<file path="config.mk">
export PLATFORM = sky130hd
export DESIGN_NAME = lsu_apb_bridge
export DESIGN_NICKNAME = d
export VERILOG_FILES = /design/src/rtl/lsu_apb_bridge.sv
export SDC_FILE = /design/constraint.sdc
export NUM_CORES = 1
export LEC_CHECK = 0
export BUFFER_PORTS_ARGS = -buffer_cell sky130_fd_sc_hd__buf_4
export CAP_MARGIN = 15
export CORE_UTILIZATION = 47
export DETAILED_ROUTE_END_ITERATION = 12
export GPL_TIMING_DRIVEN = 0
export HOLD_SLACK_MARGIN = 0.03
export PLACE_DENSITY = 0.79
export SYNTH_ARGS = -nofsm -noshare
export SYNTH_HDL_FRONTEND = slang
export SYNTH_SLANG_ARGS = --single-unit
</file>
<file path="constraint.sdc">
create_clock -name clk -period 2.7 [get_ports clk]
set_input_delay 0.675 -clock clk [delete_from_list [all_inputs] [get_ports clk]]
set_output_delay 0.675 -clock clk [all_outputs]
set_load 0.05 [all_outputs]
</file>
<file path="src/rtl/lsu_apb_bridge.sv">
// Bridge from the core's req/gnt/rvalid data port to an APB3 master port.
// One access in flight; illegal requests are answered locally with an error.
module lsu_apb_bridge #(
  parameter int          APB_ADDR_WIDTH    = 32,
  parameter int          APB_DATA_WIDTH    = 32,
  parameter logic [31:0] PERIPH_START_ADDR = 32'h1A10_0000,
  parameter logic [31:0] PERIPH_END_ADDR   = 32'h1A11_7FFF,
  parameter int          TIMEOUT_CYCLES    = 256
) (
  input  logic                      clk,
  input  logic                      rst,
  input  logic                      data_req_i,
  input  logic [31:0]               data_addr_i,
  input  logic                      data_we_i,
  input  logic [3:0]                data_be_i,
  input  logic [31:0]               data_wdata_i,
  output logic                      data_gnt_o,
  output logic                      data_rvalid_o,
  output logic [31:0]               data_rdata_o,
  output logic                      data_err_o,
  output logic [APB_ADDR_WIDTH-1:0] paddr,
  output logic [APB_DATA_WIDTH-1:0] pwdata,
  output logic                      pwrite,
  output logic                      psel,
  output logic                      penable,
  input  logic [APB_DATA_WIDTH-1:0] prdata,
  input  logic                      pready,
  input  logic                      pslverr,
  output logic [2:0]                fsm_state
);

  typedef enum logic [2:0] {
    S_IDLE   = 3'd0,
    S_SETUP  = 3'd1,
    S_ACCESS = 3'd2,
    S_RESP   = 3'd3,
    S_ERR    = 3'd4
  } state_t;

  localparam logic [15:0] CNT_LIMIT = 16'(TIMEOUT_CYCLES - 1);

  state_t      state_q, state_d;
  logic [15:0] cnt_q;
  logic [31:0] rdata_q;
  logic        err_q;
  logic        req_legal;
  logic        wait_expired;

  // Handshake: a request is taken when data_req_i && data_gnt_o in IDLE; the
  // response is a single-cycle data_rvalid_o strobe, no back-pressure.
  assign req_legal = (data_addr_i >= PERIPH_START_ADDR) &&
                     (data_addr_i <= PERIPH_END_ADDR) &&
                     (data_addr_i[1:0] == 2'b00) &&
                     (!data_we_i || (data_be_i == 4'hF));

  assign wait_expired = (cnt_q == CNT_LIMIT);
  assign fsm_state    = state_q;

  always_comb begin
    state_d    = state_q;
    data_gnt_o = 1'b0;
    psel       = 1'b0;
    penable    = 1'b0;
    case (state_q)
      S_IDLE: begin
        data_gnt_o = data_req_i;
        if (data_req_i) state_d = req_legal ? S_SETUP : S_ERR;
      end
      S_SETUP: begin
        psel    = 1'b1;
        state_d = S_ACCESS;
      end
      S_ACCESS: begin
        psel    = 1'b1;
        penable = 1'b1;
        if (pready || wait_expired) state_d = S_RESP;
      end
      S_RESP:  state_d = S_IDLE;
      S_ERR:   state_d = S_IDLE;
      default: state_d = S_IDLE;
    endcase
  end

  // Response outputs come straight from state so a reset kills them at once.
  assign data_rvalid_o = (state_q == S_RESP) || (state_q == S_ERR);
  assign data_rdata_o  = (state_q == S_RESP) ? rdata_q : 32'h0;
  assign data_err_o    = (state_q == S_RESP) ? err_q : (state_q == S_ERR);

  always_ff @(posedge clk) begin
    if (rst) begin
      state_q <= S_IDLE;
      cnt_q   <= 16'h0;
      rdata_q <= 32'h0;
      err_q   <= 1'b0;
      paddr   <= '0;
      pwdata  <= '0;
      pwrite  <= 1'b0;
    end else begin
      state_q <= state_d;
      if ((state_q == S_IDLE) && data_req_i && req_legal) begin
        paddr  <= APB_ADDR_WIDTH'(data_addr_i);
        pwrite <= data_we_i;
        cnt_q  <= 16'h0;
        if (data_we_i) pwdata <= APB_DATA_WIDTH'(data_wdata_i);
      end
      if (state_q == S_ACCESS) begin
        // pready wins over the timeout when both happen in the same cycle
        if (pready) begin
          rdata_q <= pwrite ? 32'h0 : 32'(prdata);
          err_q   <= pslverr;
        end else if (wait_expired) begin
          rdata_q <= 32'h0;
          err_q   <= 1'b1;
        end else begin
          cnt_q <= cnt_q + 16'h1;
        end
      end
    end
  end

endmodule

</file>
# Word level (Yosys, flattened, before mapping)
# Cells that the tools add are included.
[totals]
regBits = 117
output_inout_bits = 105
in_bits = 106
elab_cells = 52
[op_classes]
mux = 18
n_eq_ne = 8
addsub = 1
n_reduce_logical = 16
order_cmp = 2
[op_table]
columns = ["op", "count"]
rows = [
  ["two-way mux 32 bit", 4],
  ["two-way mux 16 bit", 4],
  [">= comparator 32 x 29 -> 1 bit, second input constant", 1],
  ["less-or-equal comparator 32 x 29 -> 1 bit, second input constant", 1],
  ["adder 16 x 1 -> 16 bit, second input constant", 1],
  ["== test 16 x 8 -> 1 bit, second input constant", 1],
  ["two-way mux 3 bit", 3],
  ["one-hot mux 3 bit (3 select lines)", 1],
  ["== test 3 x 2 -> 1 bit, second input constant", 2],
  ["two-way mux 1 bit", 6],
  ["AND reduction 2 bit", 3],
  ["logical AND 1 bit", 5],
  ["== test 4 bit, second input constant", 1],
  ["!= test 2 bit, second input constant", 2],
  ["== test 3 x 1 -> 1 bit, second input constant", 1],
  ["== test 3 bit, second input constant", 1],
  ["logical NOT 3 bit", 1],
  ["logical OR 1 bit", 3],
  ["logical NOT 2 bit", 1],
  ["nonzero test 2 bit", 1],
  ["OR reduction 2 bit", 1],
  ["logical NOT 1 bit", 1],
]

# Depth between registers and ports, before layout
[logic_depth]
word_depth = 9
ltp_mapped = 8
ltp_nobuf = 7

# Worst setup path after synthesis
# OpenSTA, ideal clock, no wires.
[synth_timing]
path_type = "flip-flop to flip-flop"
start = "register state_q[1] (netlist: fsm_state[1])"
end = "register paddr[11]"
path_stages_with_launch = 9
period_less_slack_ps = 3040
setup_time_ps = 128
required_time_ps = 2572
arrival_ps = 2912
slack_ps = -340
n_path_buf = 2
path_cell_list = "dfxtp_1 > nand2b_1 > nor3_1 > nand3_2 > a21oi_4 > buf_12 > buf_12 > mux2i_1 > nor2_1"
[synth_via]
elab_chain_len = 3
[synth_lines]
columns = ["element", "line", "rtl"]
rows = [
  ["from (decl)", "42", "state_t state_q, state_d;"],
  ["from (signal assigned)", "99", "state_q <= state_d;"],
  ["logical NOT 3 bit", "100", "if ((state_q == S_IDLE) && data_req_i && req_legal) begin"],
  ["logical AND 1 bit (2 in series)", "100", ""],
  ["to (signal assigned)", "101", "paddr <= APB_ADDR_WIDTH'(data_addr_i);"],
  ["to (decl)", "21", "output logic [APB_ADDR_WIDTH-1:0] paddr,"],
]
# No other way between the ends.
# A chain may end at the register's enable or synchronous reset.

# Worst setup path in the final report
[layout_timing]
start = "register state_q[1] (netlist: fsm_state[1])"
end = "output port data_rdata_o[30]"
[layout_via]
elab_chain_len = 2
[layout_lines]
columns = ["element", "line", "rtl"]
rows = [
  ["== test 3 x 2 -> 1 bit", "86", "assign data_rdata_o = (state_q == S_RESP) ? rdata_q : 32'h0;"],
  ["two-way mux 32 bit", "86", ""],
  ["to (decl)", "19", "output logic [31:0] data_rdata_o,"],
]
# No other way between the ends.

==> results.json <==
{
  "path_cells": "nand2_1 -> nor2_4 -> clkbuf_2 -> and2_1 -> buf_4",
  "finalNonFillerCells": 903,
  "cp-end-kind": "primary output",
  "synth.yosys.warnings": 0,
  "multi_input_area_um2": 2320,
  "tightest_slew_ns": 0.622,
  "power.leakage_nw": 3.39,
  "clock_path_buffers": 2,
  "grt_max_degree": 17,
  "dp_cells": 871,
  "report.final.slew_viol_count": 0,
  "power.internal_w": 0.00337,
  "cts_hold_buf": 0,
  "rrSetupSlack_ns": 0.39,
  "rsz0062_at_grt": "no",
  "cp_slowest_cell": "dfxtp_1",
  "fin_ws_ns": 0.157,
  "die_y_um": 104,
  "cts_buffers": 17,
  "critPathLaunchType": "flop",
  "r2r_cells": 8,
  "root_buffer": "clkbuf_8",
  "post_drt_wl_per_cell_um": 15.4,
  "nets": 864,
  "crit_path_max_incr_delay_ns": 0.43,
  "rr_endpoint": "rdata_q[24]$_SDFFE_PP0P_",
  "gp_congestion": 0.822,
  "synth_top_flop_cell": "dfxtp_1",
  "crit_fanout": 10,
  "skew_ns": 0.00653,
  "antenna_found_initial": 0,
  "ys_ff_latch": 117,
  "synth.area.top_cells": "dfxtp_1, mux2i_1, and2_1",
  "peakVddDrop_mv": 0.383,
  "yosys-top-cells-count": "dfxtp_1, nor2_1, and2_1",
  "syn_area_per_cell_um2": 9.22,
  "wirelength_um": 13900,
  "die-area_um2": 10800,
  "io_buffers": 210,
  "die_w_um": 104,
  "status": "completed",
  "setup_viol": 0,
  "syn_nets": 635,
  "grt_pass1_wl_um": 23000,
  "synth_top_area_cell": "dfxtp_1",
  "cp.arrival_ns": 1.87,
  "drc_errors": 0,
  "hold_path_class": "input port to flop",
  "fin_crit_ns": 2.54,
  "ys_async_sr_fraction": 0,
  "ios": 211,
  "synth-edff-count": 0,
  "routed_via_density": 5.14,
  "final_hold_viol_count": 0,
  "hold_depth": 3,
  "cts_tree": "built",
  "fin_util": 0.731,
  "synth_most_common_cell": "dfxtp_1",
  "power_switching_w": 0.000887,
  "dpl.hpwl_um": 10500,
  "ys_types": 45,
  "core_area_um2": 9910,
  "start_util": 0.491,
  "clk_pin_slew_ns": 0.06,
  "synthCells": 528,
  "max_cap_violations": 0,
  "layout-drive-gt1-share": 0.347,
  "ff_latch_area_um2": 2340,
  "p_seq_frac": 0.406,
  "fillers": 756,
  "comb_power_share": 0.051,
  "grt_pass1_vias": 4678,
  "max_clock_freq_mhz": 393,
  "hp-start": "prdata[12]",
  "grt_overflow": 0,
  "yosysTopAreaCellShare": 0.481,
  "dpl_worst_slack_ns": -0.129,
  "clkPwrFrac": 0.543,
  "ys_seq_area_frac": 0.481,
  "relSlewSlack": 0.584,
  "worstSetupPathType": "flop to primary output",
  "required_ns": 2.03,
  "min_period_over_period": 0.942,
  "vias": 4638,
  "switching_share": 0.208,
  "areaGrowthSynthToFinish_pct": 48.7,
  "rows": 36,
  "power_density_nw_per_um2": 588,
  "antennaDiodeCount": 0,
  "first_iter_violations": 223,
  "clock_latency_ns": 0.53,
  "drtAntennaViolNets": 0,
  "hold_ws_ns": 0.373,
  "min_to": "rdata_q[12]$_SDFFE_PP0P_",
  "cts.sinks": 117,
  "dr.pass1.iters": 4,
  "setup_tns_ns": 0,
  "cts_setup_buffers": 0,
  "cts_max_level": 4,
  "rr_startpoint": "cnt_q[0]$_SDFF_PP0_",
  "syn_area_um2": 4870,
  "track_usage": 0.269
}
## cells by family after synthesis
kind of cell             Yosys count  share of synthesized area
adder cells (fa/ha/maj)            1                    0.00257
XOR/XNOR                           5                    0.00899
buffers and inverters             37                     0.0445
multiplexers                      48                     0.0989
flip-flops                       117                      0.481
AO/OA/AOI/OAI                     61                     0.0807
AND/OR/NAND/NOR                  259                      0.283
## worst max-delay path by stage
stage | startpoint | endpoint | slack, ns | depth (start not counted)
5_1_grt | fsm_state[1]$_SDFFE_PP0P_ | data_rdata_o[20] | 0.02 | 5
3_5_place_dp | data_addr_i[0] | paddr[14]$_SDFFE_PP0P_ | -0.13 | 9
4_1_cts | fsm_state[0]$_SDFFE_PP0P_ | data_rdata_o[30] | 0.03 | 5
6_report | fsm_state[1]$_SDFFE_PP0P_ | data_rdata_o[30] | 0.16 | 5
2_1_floorplan | fsm_state[0]$_SDFFE_PP0P_ | data_rvalid_o | 0.07 | 2
3_3_place_gp | data_addr_i[0] | paddr[13]$_SDFFE_PP0P_ | -0.09 | 9
## registers in the layout, summed over array words and instances (netlist names)
name and count:
cnt_q 16, pwdata 32, fsm_state 3, rdata_q 32
err_q 1, paddr 32, pwrite 1
## per-layer routing
| layer | track usage | vias up | part of all wire |
|---|---|---|---|
| met1 | 0.291 | 2135 | 0.39 |
| li1 | - | 2272 | - |
| met4 | 0.136 | 0 | 0.033 |
| met5 | 0 | - | 0 |
| met3 | 0.0931 | 35 | 0.070 |
| met2 | 0.466 | 196 | 0.51 |
## layout by cell type, fill, tap and decap left out, types with 8 or more instances in the layout
master,netlist,layout
buf_4,0,210
dfxtp_1,117,116
nor2_1,69,68
and2_1,48,48
mux2i_1,47,47
nand3_1,37,37
o21ai_0,36,36
nand2b_1,35,35
clkbuf_1,21,20
nand2_1,18,18
clkbuf_16,0,16
nor3_1,14,13
nand4_1,9,9
and3_1,8,8
## final cells by class
class                   count  share of cell area
plain buffers              33              0.0283
clock buffers              20              0.0601
clock inverters            12              0.0245
inverters                   4             0.00207
multi-input cells         374               0.321
flip-flops and latches    117               0.324
well taps                 133              0.0230
repair buffers            210               0.218
## per-stage QoR
step                      area, µm²  total power (W)
after global routing           7240          0.00440
after floorplan                4870          0.00183
after CTS                      7240          0.00430
final                          7240          0.00426
after detailed placement       6620          0.00198
after global placement         6620          0.00198
## what timing repair did
item / CTS / global route
pin swaps: 0 / 0
cloned: 0 / 0
endpoints found under the setup margin: 30 / 30
gates resized for setup: 4 / 2
## worst max-delay path: cells and delay by family (launching register included)
kind / cells / cell delay [ns]
buffers and inverters: 2 / 0.43
flip-flops: 1 / 0.43
AND/OR/NAND/NOR: 3 / 0.48
## power groups by stage
stage	sequential, W	clock (W)	combinational, W
2_1_floorplan	0.00177	0	0.0000644
3_3_place_gp	0.00177	0	0.000212
4_1_cts	0.00173	0.00235	0.000218
3_5_place_dp	0.00177	0	0.000216
5_1_grt	0.00173	0.00243	0.000235
6_report	0.00173	0.00231	0.000218
(Power assumes the default switching activity.)
